<file path="src/rtl/stream_alu_pipe.sv">
// Stream ALU pipeline: joins NB_OPERANDS operand streams, folds a lane-wise integer op across them
// and pushes results through a stallable pipeline, with a job FSM that counts beats and pulses done.
module stream_alu_pipe #(
   parameter int unsigned DATA_WIDTH  = 32,
   parameter int unsigned LANE_WIDTH  = 32,
   parameter int unsigned NB_OPERANDS = 2,
   parameter int unsigned PIPE_STAGES = 2,
   parameter int unsigned LEN_WIDTH   = 16
) (
   input  logic                                clk_i,
   input  logic                                rst_i,
   input  logic                                clear_i,
   input  logic                                start_i,
   input  logic [2:0]                          op_i,
   input  logic [LEN_WIDTH-1:0]                len_i,
   input  logic [NB_OPERANDS-1:0]              op_valid_i,
   output logic [NB_OPERANDS-1:0]              op_ready_o,
   input  logic [NB_OPERANDS*DATA_WIDTH-1:0]   op_data_i,
   input  logic [NB_OPERANDS*DATA_WIDTH/8-1:0] op_strb_i,
   output logic                                res_valid_o,
   input  logic                                res_ready_i,
   output logic [DATA_WIDTH-1:0]               res_data_o,
   output logic [DATA_WIDTH/8-1:0]             res_strb_o,
   output logic                                busy_o,
   output logic                                done_o,
   output logic [LEN_WIDTH-1:0]                beat_cnt_o
);

   localparam int unsigned NB_LANES   = DATA_WIDTH / LANE_WIDTH;
   localparam int unsigned STRB_WIDTH = DATA_WIDTH / 8;
   localparam logic [PIPE_STAGES-1:0] LAST_ONLY = PIPE_STAGES'(1) << (PIPE_STAGES - 1);

   typedef enum logic [1:0] {IDLE, RUN, DRAIN} state_t;
   typedef enum logic [2:0] {OP_ADD, OP_SUB, OP_MIN, OP_MAX, OP_AND, OP_OR, OP_XOR, OP_PASS} op_t;

   state_t                 state;
   op_t                    op_q;
   logic [LEN_WIDTH-1:0]   len_q;
   logic [LEN_WIDTH-1:0]   accept_cnt;
   logic [LEN_WIDTH-1:0]   beat_cnt;
   logic                   done_q;

   logic [PIPE_STAGES-1:0] pipe_valid;
   logic [DATA_WIDTH-1:0]  pipe_data [PIPE_STAGES];
   logic [STRB_WIDTH-1:0]  pipe_strb [PIPE_STAGES];
   logic [PIPE_STAGES-1:0] stage_ready;

   logic [DATA_WIDTH-1:0]  comp_data;
   logic [STRB_WIDTH-1:0]  comp_strb;
   logic                   in_fire;
   logic                   out_fire;
   logic                   drain_done;

   function automatic logic [LANE_WIDTH-1:0] lane_op(input op_t op,
                                                     input logic [LANE_WIDTH-1:0] a,
                                                     input logic [LANE_WIDTH-1:0] b);
      logic [LANE_WIDTH-1:0] r;
      case (op)
         OP_ADD:  r = a + b;
         OP_SUB:  r = a - b;
         OP_MIN:  r = ($signed(a) < $signed(b)) ? a : b;
         OP_MAX:  r = ($signed(a) > $signed(b)) ? a : b;
         OP_AND:  r = a & b;
         OP_OR:   r = a | b;
         OP_XOR:  r = a ^ b;
         default: r = a;
      endcase
      return r;
   endfunction

   always_comb begin
      logic [LANE_WIDTH-1:0] acc;
      acc       = '0;
      comp_data = '0;
      comp_strb = '1;
      for (int unsigned l = 0; l < NB_LANES; l++) begin
         acc = op_data_i[l*LANE_WIDTH +: LANE_WIDTH];
         for (int unsigned k = 1; k < NB_OPERANDS; k++)
            acc = lane_op(op_q, acc, op_data_i[k*DATA_WIDTH + l*LANE_WIDTH +: LANE_WIDTH]);
         comp_data[l*LANE_WIDTH +: LANE_WIDTH] = acc;
      end
      for (int unsigned k = 0; k < NB_OPERANDS; k++)
         comp_strb = comp_strb & op_strb_i[k*STRB_WIDTH +: STRB_WIDTH];
   end

   // ready_k = !valid_k | ready_{k+1}, unrolled as "some stage at or after k is empty, or sink ready"
   always_comb begin
      logic full_above;
      full_above  = 1'b1;
      stage_ready = '0;
      for (int unsigned i = 0; i < PIPE_STAGES; i++) begin
         full_above = full_above & pipe_valid[PIPE_STAGES-1-i];
         stage_ready[PIPE_STAGES-1-i] = res_ready_i | !full_above;
      end
   end

   assign in_fire    = (state == RUN) & (&op_valid_i) & stage_ready[0];
   assign out_fire   = pipe_valid[PIPE_STAGES-1] & res_ready_i;
   assign drain_done = (pipe_valid == '0) | ((pipe_valid == LAST_ONLY) & res_ready_i);

   always_ff @(posedge clk_i or posedge rst_i) begin
      if (rst_i) begin
         pipe_valid <= '0;
         for (int unsigned i = 0; i < PIPE_STAGES; i++) begin
            pipe_data[i] <= '0;
            pipe_strb[i] <= '0;
         end
      end else if (clear_i) begin
         pipe_valid <= '0;
         for (int unsigned i = 0; i < PIPE_STAGES; i++) begin
            pipe_data[i] <= '0;
            pipe_strb[i] <= '0;
         end
      end else begin
         if (stage_ready[0]) begin
            pipe_valid[0] <= in_fire;
            if (in_fire) begin
               pipe_data[0] <= comp_data;
               pipe_strb[0] <= comp_strb;
            end
         end
         for (int unsigned i = 1; i < PIPE_STAGES; i++) begin
            if (stage_ready[i]) begin
               pipe_valid[i] <= pipe_valid[i-1];
               if (pipe_valid[i-1]) begin
                  pipe_data[i] <= pipe_data[i-1];
                  pipe_strb[i] <= pipe_strb[i-1];
               end
            end
         end
      end
   end

   always_ff @(posedge clk_i or posedge rst_i) begin
      if (rst_i) begin
         state      <= IDLE;
         op_q       <= OP_ADD;
         len_q      <= '0;
         accept_cnt <= '0;
         beat_cnt   <= '0;
         done_q     <= 1'b0;
      end else if (clear_i) begin
         state      <= IDLE;
         op_q       <= OP_ADD;
         len_q      <= '0;
         accept_cnt <= '0;
         beat_cnt   <= '0;
         done_q     <= 1'b0;
      end else begin
         done_q <= 1'b0;
         if (out_fire)
            beat_cnt <= beat_cnt + LEN_WIDTH'(1);
         case (state)
            IDLE: begin
               if (start_i) begin
                  op_q       <= op_t'(op_i);
                  len_q      <= len_i;
                  accept_cnt <= '0;
                  beat_cnt   <= '0;
                  if (len_i == '0)
                     done_q <= 1'b1;
                  else
                     state <= RUN;
               end
            end
            RUN: begin
               if (in_fire) begin
                  accept_cnt <= accept_cnt + LEN_WIDTH'(1);
                  if (accept_cnt + LEN_WIDTH'(1) == len_q)
                     state <= DRAIN;
               end
            end
            DRAIN: begin
               if (drain_done) begin
                  state  <= IDLE;
                  done_q <= 1'b1;
               end
            end
            default: state <= IDLE;
         endcase
      end
   end

   assign op_ready_o  = {NB_OPERANDS{in_fire}};
   assign res_valid_o = pipe_valid[PIPE_STAGES-1];
   assign res_data_o  = pipe_data[PIPE_STAGES-1];
   assign res_strb_o  = pipe_strb[PIPE_STAGES-1];
   assign busy_o      = (state != IDLE);
   assign done_o      = done_q;
   assign beat_cnt_o  = beat_cnt;

endmodule

</file>
<file path="config.mk">
export PLATFORM = sky130hd
export DESIGN_NAME = stream_alu_pipe
export DESIGN_NICKNAME = d
export VERILOG_FILES = /design/src/rtl/stream_alu_pipe.sv
export SDC_FILE = /design/constraint.sdc
export NUM_CORES = 1
export LEC_CHECK = 0
export CAP_MARGIN = 20
export CORE_MARGIN = 10
export CORE_UTILIZATION = 31
export DETAILED_ROUTE_END_ITERATION = 12
export PLACE_DENSITY = 0.57
export SLEW_MARGIN = 20
export SYNTH_ARGS = -nofsm -noshare
export SYNTH_HDL_FRONTEND = slang
export SYNTH_SLANG_ARGS = --single-unit
</file>
<file path="constraint.sdc">
create_clock -name clk_i -period 5.6 [get_ports clk_i]
set_clock_uncertainty 0.15 [all_clocks]
set_input_delay 0.84 -clock clk_i [delete_from_list [all_inputs] [get_ports clk_i]]
set_output_delay 0.84 -clock clk_i [all_outputs]
set_load 0.01 [all_outputs]
</file>
==> flow_summary_export.csv <==
group,metric,value,unit
cells_and_area,final_area,0.0150,mm²
timing,worst_slew_pin_slew,1.06,ns
setup_path,crit_path_max_fanout,6,
setup_path,reg2regPathDepth,9,
global_routing,antenna_found_initial,1,
synth,yosysWarnings,0,
timing,timing.hold.ws,0.335,ns
min_path,hold_start,"pipe_data[32]$_DFFE_PP0P_",
synth,syn_inst,1583,
clocking,cts-resized-gates,0,
detailed_routing,first_pass_iters,9,
global_routing,use_met2,31.0,%
pwr,switching_share,35.1,%
floorplan,start_util,31.5,%
setup_path,endpoint_kind,"register",
pwr,switchingPower,1.10,mW
setup_path,crit_type,"input port to register",
clocking,tritoncts,"done",
place,globalplace.congestion,1.00,
floorplan,die_x,221,µm
detailed_routing,drt_iter0_drc,958,
floorplan,dieArea,0.0489,mm²
cells_and_area,area_growth_syn_to_layout,19.6,%
synth,ys_types,87,
synth,ys_ff_latch,128,
detailed_routing,drc_errors,0,
setup_path,reg2reg_slack,1.97,ns
cells_and_area,final_nets,1855,
timing,setup_viol,0,
outcome,outcome,"completed",
pwr,intPower,2.03,mW
pwr,power_density,209,mW/mm²
setup_path,critPathSlowestCell,"a2111oi_0",
global_routing,grt_pass1_wl,76200,µm
detailed_routing,ant_nets,0,
place,dp_hpwl,37100,µm
clocking,cts_setup_buffers,0,
clocking,clk_pin_slew_worst_paths,0.06,ns
cells_and_area,filler_cell_count,4127,
clocking,clkSinkCount,128,
synth,ys.flop_type,"dfrtp_1",
global_routing,grt_use_total,19.5,%
pwr,power,3.13,mW
cells_and_area,layout_commonest_cell,"nand2_1",
global_routing,grt_max_degree,96,
pwr,leakage,6.34,nW
cells_and_area,layout_common_cells,"nand2_1 (155), clkdlybuf4s50_1 (154), dfrtp_1 (127)",
clocking,cts_max_level,4,
setup_path,worstReg2RegStart,"op_q[0]$_DFFE_PP0P_",
min_path,hold_path_depth,2,
detailed_routing,wire_per_inst,22.8,µm
timing,period_needed,4.91,ns
setup_path,crit_required,5.73,ns
timing,finalCritPeriodShare,87.8,%
setup_path,cp_cell_sequence,"clkdlybuf4s50_1 > inv_1 > ha_1 > o21ba_2 > or4_1 > a211oi_1 > nor4_1 > o211ai_1 > nand2_1 > a21bo_2 > a2111oi_0 > o21ai_0",
synth,ys_async_sr_fraction,100,%
timing,drv_slew,0,
place,place_area,0.0144,mm²
global_routing,grt_use_met1,26.1,%
synth,syn_avg_cell_area,7.92,µm²
timing,fmax,203,MHz
global_routing,globalRouteOverflowTotal,0,
synth,yosysSeqAreaShare,25.5,%
cells_and_area,final_layout_size_suffix_gt1_share,6.77,%
setup_path,crit_path_start_kind,"input port",
clocking,clk_latency,0.43,ns
floorplan,rows,73,
setup_path,crit_buf_inv,2,
synth,yosysTopAreaCell,"dfrtp_1",
detailed_routing,num_vias,12700,
global_routing,use_met3,2.98,%
synth,netlist_area,0.0125,mm²
pwr,peakVddDrop,173,µV
synth,synth_top_area_share,25.5,%
pwr,pwr-share-comb,31.5,%
floorplan,core,0.0398,mm²
run,max_cap_viol_count,0,
clocking,cts-root-buf,"clkbuf_16",
place,io_buffers,154,
global_routing,grt_pass1_vias,12300,
clocking,cts_hold_buf,0,
floorplan,die_h,221,µm
setup_path,r2r_end,"pipe_data[58]$_DFFE_PP0P_",
setup_path,critPathMaxStageDelay,0.64,ns
pwr,seqPwrFrac,30.5,%
detailed_routing,viasPerCell,5.80,
floorplan,pin_count,155,
timing,relSlewSlack,28.9,%
pwr,pwr-share-clk,38.0,%
clocking,clockBufferDepth,2,
synth,synth_fp_nets,1781,
synth,synth_edf_count,0,
min_path,min_path_type,"register to register",
clocking,numCtsBuffers,17,
setup_path,crit_arrival,5.05,ns
timing,hold_viol,0,
setup_path,cpLargestDelayFamily,"compound AO/OA/AOI/OAI gates",
global_routing,grt.busiest_layer,"met2",
min_path,holdPathEnd,"pipe_data[32]$_DFFE_PP0P_",
detailed_routing,routed_wirelength,50100,µm
synth,synth_area_leaders,"dfrtp_1 (26%), ha_1 (9.8%), nand2_1 (4.6%)",
cells_and_area,utilization,37.7,%
timing,rsz0062_at_grt,"no",
-- synth_stat cells, types with 14 or more instances --
| cell type | instances |
|---|---|
| nand2_1 | 155 |
| ha_1 | 98 |
| a22o_1 | 39 |
| nor3_1 | 32 |
| a21o_1 | 17 |
| o31ai_1 | 16 |
| nor2_1 | 123 |
| nor4_1 | 14 |
| a21oi_1 | 116 |
| mux2i_1 | 58 |
| inv_1 | 95 |
| and3_1 | 17 |
| xnor2_1 | 36 |
| dfrtp_1 | 128 |
| xor2_1 | 29 |
| nor2b_1 | 16 |
| clkbuf_1 | 83 |
| o211ai_1 | 16 |
| buf_4 | 40 |
| and2_1 | 17 |
| o21ai_0 | 109 |
| nand3_1 | 58 |
| a221oi_1 | 28 |
| a221o_1 | 15 |
-- worst max path at each step --
stage	start	to	slack (ns)	depth (start not counted)
after floorplan	rst_i	accept_cnt[0]$_DFFE_PP0P_	1.20	1
after global placement	op_data_i[41]	pipe_data[40]$_DFFE_PP0P_	0.11	12
after detailed placement	op_data_i[41]	pipe_data[40]$_DFFE_PP0P_	-0.13	12
after CTS	op_data_i[41]	pipe_data[40]$_DFFE_PP0P_	0.30	12
after global routing	op_data_i[41]	pipe_data[40]$_DFFE_PP0P_	0.49	12
final	op_data_i[1]	pipe_data[55]$_DFFE_PP0P_	0.69	12
-- layout make-up --
class	count	area [µm²]	share of cell area, %
clock buffers	20	457	3.04
multi-input cells	1214	8280	55.2
diodes	1	2.50	0.0167
repair buffers	198	1870	12.5
flip-flops and latches	128	3200	21.4
clock inverters	11	153	1.02
inverters	98	375	2.50
well taps	525	657	4.38
-- cells by family (layout without fill, tap and decap cells) --
kind of cell	after synthesis	after routing	synth area share, %
simple gates	495	495	18.9
compound gates	494	494	27.4
buf+inv	241	327	8.68
flops	128	128	25.5
fa+ha+maj	100	100	10.1
xor+xnor	65	65	4.54
mux	60	60	4.81
other cells	0	1	0
-- registers in the layout, indices dropped and copies added, names as in the netlist --
register and flops:
state 2, pipe_strb 4, res_data_o 32, pipe_data 32
op_q 3, beat_cnt_o 16, pipe_valid 2, done_o 1
len_q 16, res_strb_o 4, accept_cnt 16
-- power groups by stage --
stage	Clock, mW	Sequential, mW	Combinational (mW)
2_1_floorplan	0	0.961	0.622
3_3_place_gp	0	0.971	0.964
3_5_place_dp	0	0.971	0.962
4_1_cts	1.21	0.954	0.968
5_1_grt	1.24	0.956	1.06
6_report	1.19	0.955	0.987
-- per-stage QoR --
step           TNS (ns)  cells  setup WS [ns]
2_1_floorplan         0   1583           1.20
3_3_place_gp          0   2163          0.108
3_5_place_dp     -0.444   2163         -0.129
4_1_cts               0   2194          0.296
5_1_grt               0   2195          0.488
6_report              0   2195          0.685
-- routing by layer --
layer	wire [µm]	part of all wire (%)
met5	0	0
met2	22600	45
met3	3300	6.6
met1	22400	45
met4	1720	3.4
-- worst register-to-register path, cell delays in order (launching register included) --
cell      delay [ns]
dfrtp_1         0.33
buf_4           0.45
clkinv_1        0.21
buf_4           0.39
nand3_1         0.19
buf_4           0.37
o22ai_1         0.40
and2_1          0.29
or3b_1          0.37
o32a_1          0.36
Power figures use the tool's default switching activity.
